File: src/rtl/uart_rx.sv
// uart_rx: 8N1 UART receiver running directly on the board clock.
// The line is double-flopped, each bit is sampled at its middle using a
// bit-period counter, and every good byte is offered on a valid/ack handshake.
module uart_rx #(
    parameter int DATA_WIDTH   = 8,
    parameter int CLKS_PER_BIT = 1250
) (
    input  logic                  clk,
    input  logic                  rst,
    input  logic                  ftdi_rx,
    input  logic                  rx_en,
    output logic [DATA_WIDTH-1:0] data,
    output logic                  valid,
    input  logic                  ack,
    output logic                  busy,
    output logic                  frame_err,
    output logic                  overrun
);

    localparam int CNT_W = $clog2(CLKS_PER_BIT);
    localparam int IDX_W = (DATA_WIDTH > 1) ? $clog2(DATA_WIDTH) : 1;

    // Half a bit period (rounded down) moves sampling from the falling start
    // edge to the middle of the start bit; later samples are a full period apart.
    localparam logic [CNT_W-1:0] HALF     = CNT_W'((CLKS_PER_BIT - 1) / 2);
    localparam logic [CNT_W-1:0] LAST     = CNT_W'(CLKS_PER_BIT - 1);
    localparam logic [IDX_W-1:0] IDX_LAST = IDX_W'(DATA_WIDTH - 1);

    typedef enum logic [2:0] {
        S_IDLE,
        S_START,
        S_DATA,
        S_STOP,
        S_BREAK
    } state_t;

    // Synchronizer
    logic sync1_q, sync2_q;
    logic rx_s;

    // Framing FSM
    state_t                  state_q, state_d;
    logic [CNT_W-1:0]        cnt_q, cnt_d;
    logic [IDX_W-1:0]        idx_q, idx_d;
    logic [DATA_WIDTH-1:0]   shift_q, shift_d;
    logic                    good_q, good_d;
    logic                    ferr_q, ferr_d;

    // Delivery / handshake
    logic [DATA_WIDTH-1:0]   data_q, data_d;
    logic                    valid_q, valid_d;
    logic                    ovr_q, ovr_d;

    // Two-flop synchronizer; preset high so reset looks like an idle line.
    always_ff @(posedge clk or posedge rst) begin
        if (rst) begin
            sync1_q <= 1'b1;
            sync2_q <= 1'b1;
        end else begin
            sync1_q <= ftdi_rx;
            sync2_q <= sync1_q;
        end
    end

    assign rx_s = sync2_q;

    // Frame FSM next state: start qualification, data shift, stop check, break wait.
    always_comb begin
        state_d = state_q;
        cnt_d   = cnt_q;
        idx_d   = idx_q;
        shift_d = shift_q;
        good_d  = 1'b0;
        ferr_d  = 1'b0;

        case (state_q)
            S_IDLE: begin
                if (rx_en && !rx_s) begin
                    cnt_d   = '0;
                    state_d = S_START;
                end
            end

            S_START: begin
                if (cnt_q == HALF) begin
                    if (!rx_s) begin
                        cnt_d   = '0;
                        idx_d   = '0;
                        state_d = S_DATA;
                    end else begin
                        // Line went back high before mid-start: a glitch.
                        state_d = S_IDLE;
                    end
                end else begin
                    cnt_d = cnt_q + CNT_W'(1);
                end
            end

            S_DATA: begin
                if (cnt_q == LAST) begin
                    cnt_d          = '0;
                    shift_d[idx_q] = rx_s;
                    if (idx_q == IDX_LAST) begin
                        state_d = S_STOP;
                    end else begin
                        idx_d = idx_q + IDX_W'(1);
                    end
                end else begin
                    cnt_d = cnt_q + CNT_W'(1);
                end
            end

            S_STOP: begin
                if (cnt_q == LAST) begin
                    cnt_d = '0;
                    if (rx_s) begin
                        // Leave at mid-stop so a start bit right after is caught.
                        good_d  = 1'b1;
                        state_d = S_IDLE;
                    end else begin
                        ferr_d  = 1'b1;
                        state_d = S_BREAK;
                    end
                end else begin
                    cnt_d = cnt_q + CNT_W'(1);
                end
            end

            S_BREAK: begin
                // A line held low must go high before a new start is accepted.
                if (rx_s) begin
                    state_d = S_IDLE;
                end
            end

            default: begin
                state_d = S_IDLE;
            end
        endcase
    end

    // Frame FSM registers plus the one-cycle good/frame-error strobes.
    always_ff @(posedge clk or posedge rst) begin
        if (rst) begin
            state_q <= S_IDLE;
            cnt_q   <= '0;
            idx_q   <= '0;
            shift_q <= '0;
            good_q  <= 1'b0;
            ferr_q  <= 1'b0;
        end else begin
            state_q <= state_d;
            cnt_q   <= cnt_d;
            idx_q   <= idx_d;
            shift_q <= shift_d;
            good_q  <= good_d;
            ferr_q  <= ferr_d;
        end
    end

    // Handshake next state: load a good byte if the slot is free or being
    // acked this cycle, otherwise drop it and flag overrun.
    always_comb begin
        data_d  = data_q;
        valid_d = valid_q;
        ovr_d   = 1'b0;

        if (good_q) begin
            if (!valid_q || ack) begin
                data_d  = shift_q;
                valid_d = 1'b1;
            end else begin
                ovr_d = 1'b1;
            end
        end else if (valid_q && ack) begin
            valid_d = 1'b0;
        end
    end

    // Handshake registers.
    always_ff @(posedge clk or posedge rst) begin
        if (rst) begin
            data_q  <= '0;
            valid_q <= 1'b0;
            ovr_q   <= 1'b0;
        end else begin
            data_q  <= data_d;
            valid_q <= valid_d;
            ovr_q   <= ovr_d;
        end
    end

    assign data      = data_q;
    assign valid     = valid_q;
    assign busy      = (state_q != S_IDLE);
    assign frame_err = ferr_q;
    assign overrun   = ovr_q;

endmodule
File: config.mk
export PLATFORM = sky130hd
export DESIGN_NAME = uart_rx
export DESIGN_NICKNAME = d
export VERILOG_FILES = /design/src/rtl/uart_rx.sv
export SDC_FILE = /design/constraint.sdc
export NUM_CORES = 1
export LEC_CHECK = 0
export BUFFER_PORTS_ARGS = -buffer_cell sky130_fd_sc_hd__buf_2
export CORE_MARGIN = 2
export CORE_UTILIZATION = 55
export DETAILED_ROUTE_END_ITERATION = 16
export GPL_TIMING_DRIVEN = 1
export PLACE_DENSITY_LB_ADDON = 0.12
export SETUP_SLACK_MARGIN = 0.02
export SKIP_CTS_REPAIR_TIMING = 1
export SLEW_MARGIN = 15
export SYNTH_ARGS = -nofsm -noshare
export SYNTH_HDL_FRONTEND = slang
export SYNTH_SLANG_ARGS = --single-unit
File: constraint.sdc
create_clock -name clk -period 3.27 [get_ports clk]
set_clock_uncertainty 0.2 [all_clocks]
set_input_delay 0.654 -clock clk [delete_from_list [all_inputs] [get_ports clk]]
set_output_delay 0.654 -clock clk [all_outputs]
set_load 0.01 [all_outputs]
Word-level counts from Yosys, hierarchy flattened --
Cells that the tools add are included. W data, S select, Z words.
Cells by class: $add $sub $neg 2, $lt $le $gt $ge 2, eq/ne operators 17, mux-type cells 33, reduce and logical (&&, ||, !) cells 18
Operators with widths (number):
- $mux W11 | 4
- $mux W3 | 11
- $pmux W11 S3 | 1
- $ne A2 B2 Y1 const B | 8
- $pmux W3 S5 | 1
- $mux W1 | 12
- $add A11 B1 Y11 const B | 1
- $eq A11 B10 Y1 const B | 1
- $eq A11 B11 Y1 const B | 1
- $bwmux W8 | 1
- $eq A3 B2 Y1 const B | 2
- $eq A3 B3 Y1 const B | 2
- $pmux W3 S2 | 1
- $reduce_and A2 Y1 | 3
- $reduce_and A6 Y1 | 1
- $reduce_bool A3 Y1 | 2
- $reduce_and A5 Y1 | 1
- $lt A3 B4 Y1 const B | 1
- $reduce_bool A2 Y1 | 2
- $add A3 B1 Y3 const B | 1
- $demux W1 S3 | 1
- $eq A3 B1 Y1 const B | 1
- $ge A3 B1 Y1 const B | 1
- $logic_and A1 B1 Y1 | 3
- 8 further kinds | 9
Word-level totals: register bits after elaboration 39, input port bits 5, output and inout bits 12, word-level logic and storage cells 83

Depth between registers and ports, before layout --
depth in word-level cells 5, mapped depth 7, depth with buffers taken out 6

Worst setup path before layout --
OpenSTA, ideal clock, no wires.
kind register to register, start reg cnt_q[1], end reg cnt_q[8], library setup time 147 ps, arrival 1924 ps, data required time 2923 ps, setup slack 999 ps, cell stages (with the launch flop) 8, buffers on the path 1, path through dfrtp_1 inv_1 ha_1 or3b_2 o41a_2 buf_2 o2111ai_1 o311ai_0
Between the ends: word-level cells in the longest chain between the ends 3, elaborated cells between the ends (all ways) 8
RTL lines:
- start: declaration | line 43 | logic [CNT_W-1:0] cnt_q, cnt_d;
- start signal: assignment | line 153 | cnt_q <= cnt_d;
- $add A11 B1 Y11 (tied with other cells) | line 95, 109, 125
- $mux W11 (tied with other cells) | line 100, 114
- $pmux W11 S3 or $reduce_and A3 Y1 (tied branches)
Parallel ways exist; a longest one is shown, timed or not. A chain may end at the register's enable or synchronous reset.

Worst setup path in the final report --
start reg cnt_q[1], end reg shift_q[1]
Between the ends: word-level cells in the longest chain between the ends 2
RTL lines:
- $eq A11 B11 Y1 | line 100 | if (cnt_q == LAST) begin
- $reduce_and A2 Y1 (no line)
- end signal: assignment | line 155 | shift_q <= shift_d;
- end: declaration | line 45 | logic [DATA_WIDTH-1:0] shift_q, shift_d;
No other way between the ends.

==> run metrics <==
Port Buf Inserts=16; Avg Cell Area, Syn=approximately 11 um2; vias per cell=6.055; CP Max Fanout=10; part of the power in registers=0.496; post-layout minimum cycle time=between 2 and 2.5 ns; crit path cell chain=inv_1 -> ha_1 -> or3b_2 -> nor4_4 -> nand4b_1 -> mux2_1; Synth Area in Adders=0.03066; DRT Pass-1 Iters=4; Critical Path AT=2.48 ns; Max Clock Freq=roughly 400 MHz; Synth warnings=0; Worst path slowest cell=or3b_2; xor/xnor share of the synthesized area=0.008584; # rows=22; CTS clock-pin slew for the worst setup and hold paths=around 0.080 ns; TritonCTS clock tree=yes; initial core utilization=0.5659; grt total ovfl=0; crit start category=flop; commonest non-fill, non-tap cells in the layout=dfrtp_1 (37), buf_2 (16), o21ai_0 (13), mux2_2 (11), inv_1 (11); H-tree Lvls=2; routability-driven placement congestion ratio=0.8289; final hold violation count=0; share of layout cells above drive strength 1=0.2212; Post-DP HPWL=around 2800 um; largest family of logic cells by synthesized area=simple AND/OR/NAND/NOR gates; post-synthesis compound-gate area fraction=0.1563; final WL=between 3000 and 4000 um; final worst-path cycle share=0.7626; full die area=around 4200 um2; max_cap viols=0; buffers and inverters on the worst path=1; Most used DFF post-synth=dfrtp_1; # diodes=0; clock share of power=0.307; clk root buf=clkbuf_8; Yosys reg bits=39; RSZ-0062 raised after global routing=false; Sum Neg Setup Slack=0 ns; later-pin clock latency in the skew report=~0.30 ns; Async SR Flop Fraction=1.000; Worst R2R Setup Slack=between 0.7 and 0.8 ns; Sw Share=0.3302; internal power=~900 uW; clock net sink count=39; commonest non-fill, non-tap cell in the layout=dfrtp_1; Final setup viols=0; Post-synth EDFFs=0; Top delay family on crit path=simple AND/OR/NAND/NOR gates; Slew HR=0.4486; largest net degree at the start of global routing=29; min-delay worst type=flop to flop; Nets=217; Wirelength per Cell=15.50 um; Synth Area in Simple Gates=0.1839; Mapped Cells=~190; vias in the first global route=roughly 1600; multiplexer share of the synthesized area=0.09381; Longest Clk Path Bufs=2; Leak Pwr=a little over 1 nW; number of CTS-inserted buffers=5; initial antenna violation count=0; Yosys cell types=48; Synth-to-Final Area Change=11.22%; GRT Overall Usage=0.2195; Mapped Nets=202; Logic pwr share=0.198; PwrDens=slightly below 600 nW/um2; critical path class=flop to flop; CP required=about 3.3 ns; Tightest Pin Transition=between 0.8 and 0.9 ns; final core utilization=0.6294; reported net switching power=about 440 uW; IO Pins=17; Cell Area, Synth=a little over 2000 um2; status=completed; Seq/Total Area, Yosys=0.4795; global-route wire length before repair=about 7100 um; DRC Markers=0; core area=between 3000 and 4000 um2; Vias=around 1600; Detail Route Antenna Nets=0; Final Max Slew Viols=0; Worst setup EP type=flop; slowest cell delay on critical path=~0.50 ns; DR iter-0 viols=between 100 and 150; Die X=64.91 um; Die Ht=~65 um; maximum VDD drop=0.4240 mV
-- area by class of cell --
| class | count | area [um2] |
|---|---|---|
| Timing Repair Buffer | 18 | 107.6 |
| Inverter | 11 | 41.29 |
| Multi-Input combinational cell | 132 | 965.9 |
| Tap cell | 48 | 60.06 |
| Clock buffer | 5 | 68.82 |
| Clock inverter | 3 | 47.55 |
| Fill cell | 300 | 1336 |
| Sequential cell | 39 | 978.4 |
-- synthesized netlist by cell type (6+ instances only) --
| cell type | number | share of area |
|---|---|---|
| o211ai_1 | 9 | 0.033 |
| inv_1 | 11 | 0.020 |
| nor3_1 | 8 | 0.020 |
| nand2_1 | 8 | 0.015 |
| o21ai_0 | 13 | 0.032 |
| mux2_2 | 11 | 0.061 |
| nor2_1 | 8 | 0.015 |
| mux2_1 | 6 | 0.033 |
| dfrtp_1 | 37 | 0.45 |
| nand4_1 | 6 | 0.018 |
| clkbuf_1 | 6 | 0.011 |
| nand3_1 | 9 | 0.022 |
-- final timing paths --
| kind | start | end | cells after the start |
|---|---|---|---|
| worst max-delay path | cnt_q[1] | shift_q[1] | 6 |
| worst min-delay path | sync1_q | rx_s | 0 |
| worst max register to register | cnt_q[1] | shift_q[1] | 6 |
| worst min register to register | sync1_q | rx_s | 0 |
| max in group asynchronous | rst | rx_s | 3 |
| min in group asynchronous | rst | cnt_q[2] | 2 |
-- per-stage QoR --
| step | hold WS (ns) | instances | area, um2 | total power [mW] | setup WS, ns |
|---|---|---|---|---|---|
| 2_1_floorplan | 0.1452 | 192 | 2041 | 0.8718 | 0.9994 |
| 3_3_place_gp | 0.1470 | 248 | 2153 | 0.9208 | 0.8114 |
| 3_5_place_dp | 0.1519 | 248 | 2153 | 0.9339 | 0.7593 |
| 4_1_cts | 0.1636 | 256 | 2270 | 1.356 | 0.7517 |
| 5_1_grt | 0.1697 | 256 | 2270 | 1.419 | 0.6048 |
| 6_report | 0.1640 | 256 | 2270 | 1.342 | 0.7763 |
-- state kept, by name, summed over array words and instances (netlist names) --
signal	flops
valid	1
state_q	3
cnt_q	11
sync1_q	1
rx_s	1
idx_q	3
overrun	1
shift_q	8
frame_err	1
data	8
good_q	1
-- cells by family after synthesis --
logic type	Yosys count
AND/OR/NAND/NOR	63
AO/OA/AOI/OAI	45
flip-flops	39
buffers and inverters	21
multiplexers	17
adder cells (fa/ha/maj)	5
XOR/XNOR	2
-- power groups by stage --
stage | Clock [mW] | Combinational, mW | Sequential (mW)
floorplan | 0 | 0.238 | 0.634
global placement | 0 | 0.253 | 0.668
detailed placement | 0 | 0.263 | 0.671
CTS | 0.427 | 0.266 | 0.663
global route | 0.440 | 0.297 | 0.682
finish | 0.412 | 0.265 | 0.665
-- routing by layer --
| layer | vias to the layer above | global-route usage | part of all wire |
|---|---|---|---|
| met1 | 773 | 0.2390 | 0.43 |
| li1 | 752 | - | - |
| met2 | 19 | 0.4034 | 0.52 |
| met4 | 0 | 0.09043 | 0.016 |
| met3 | 6 | 0.05382 | 0.027 |
| met5 | - | 0 | 0 |
-- worst register-to-register path, stage by stage, from the launching register on --
cell and delay, ns:
dfrtp_1 0.43, inv_1 0.09, ha_1 0.13, or3b_2 0.50, nor4_4 0.50, nand4b_1 0.20
mux2_1 0.34
Power figures use the tool's default switching activity.
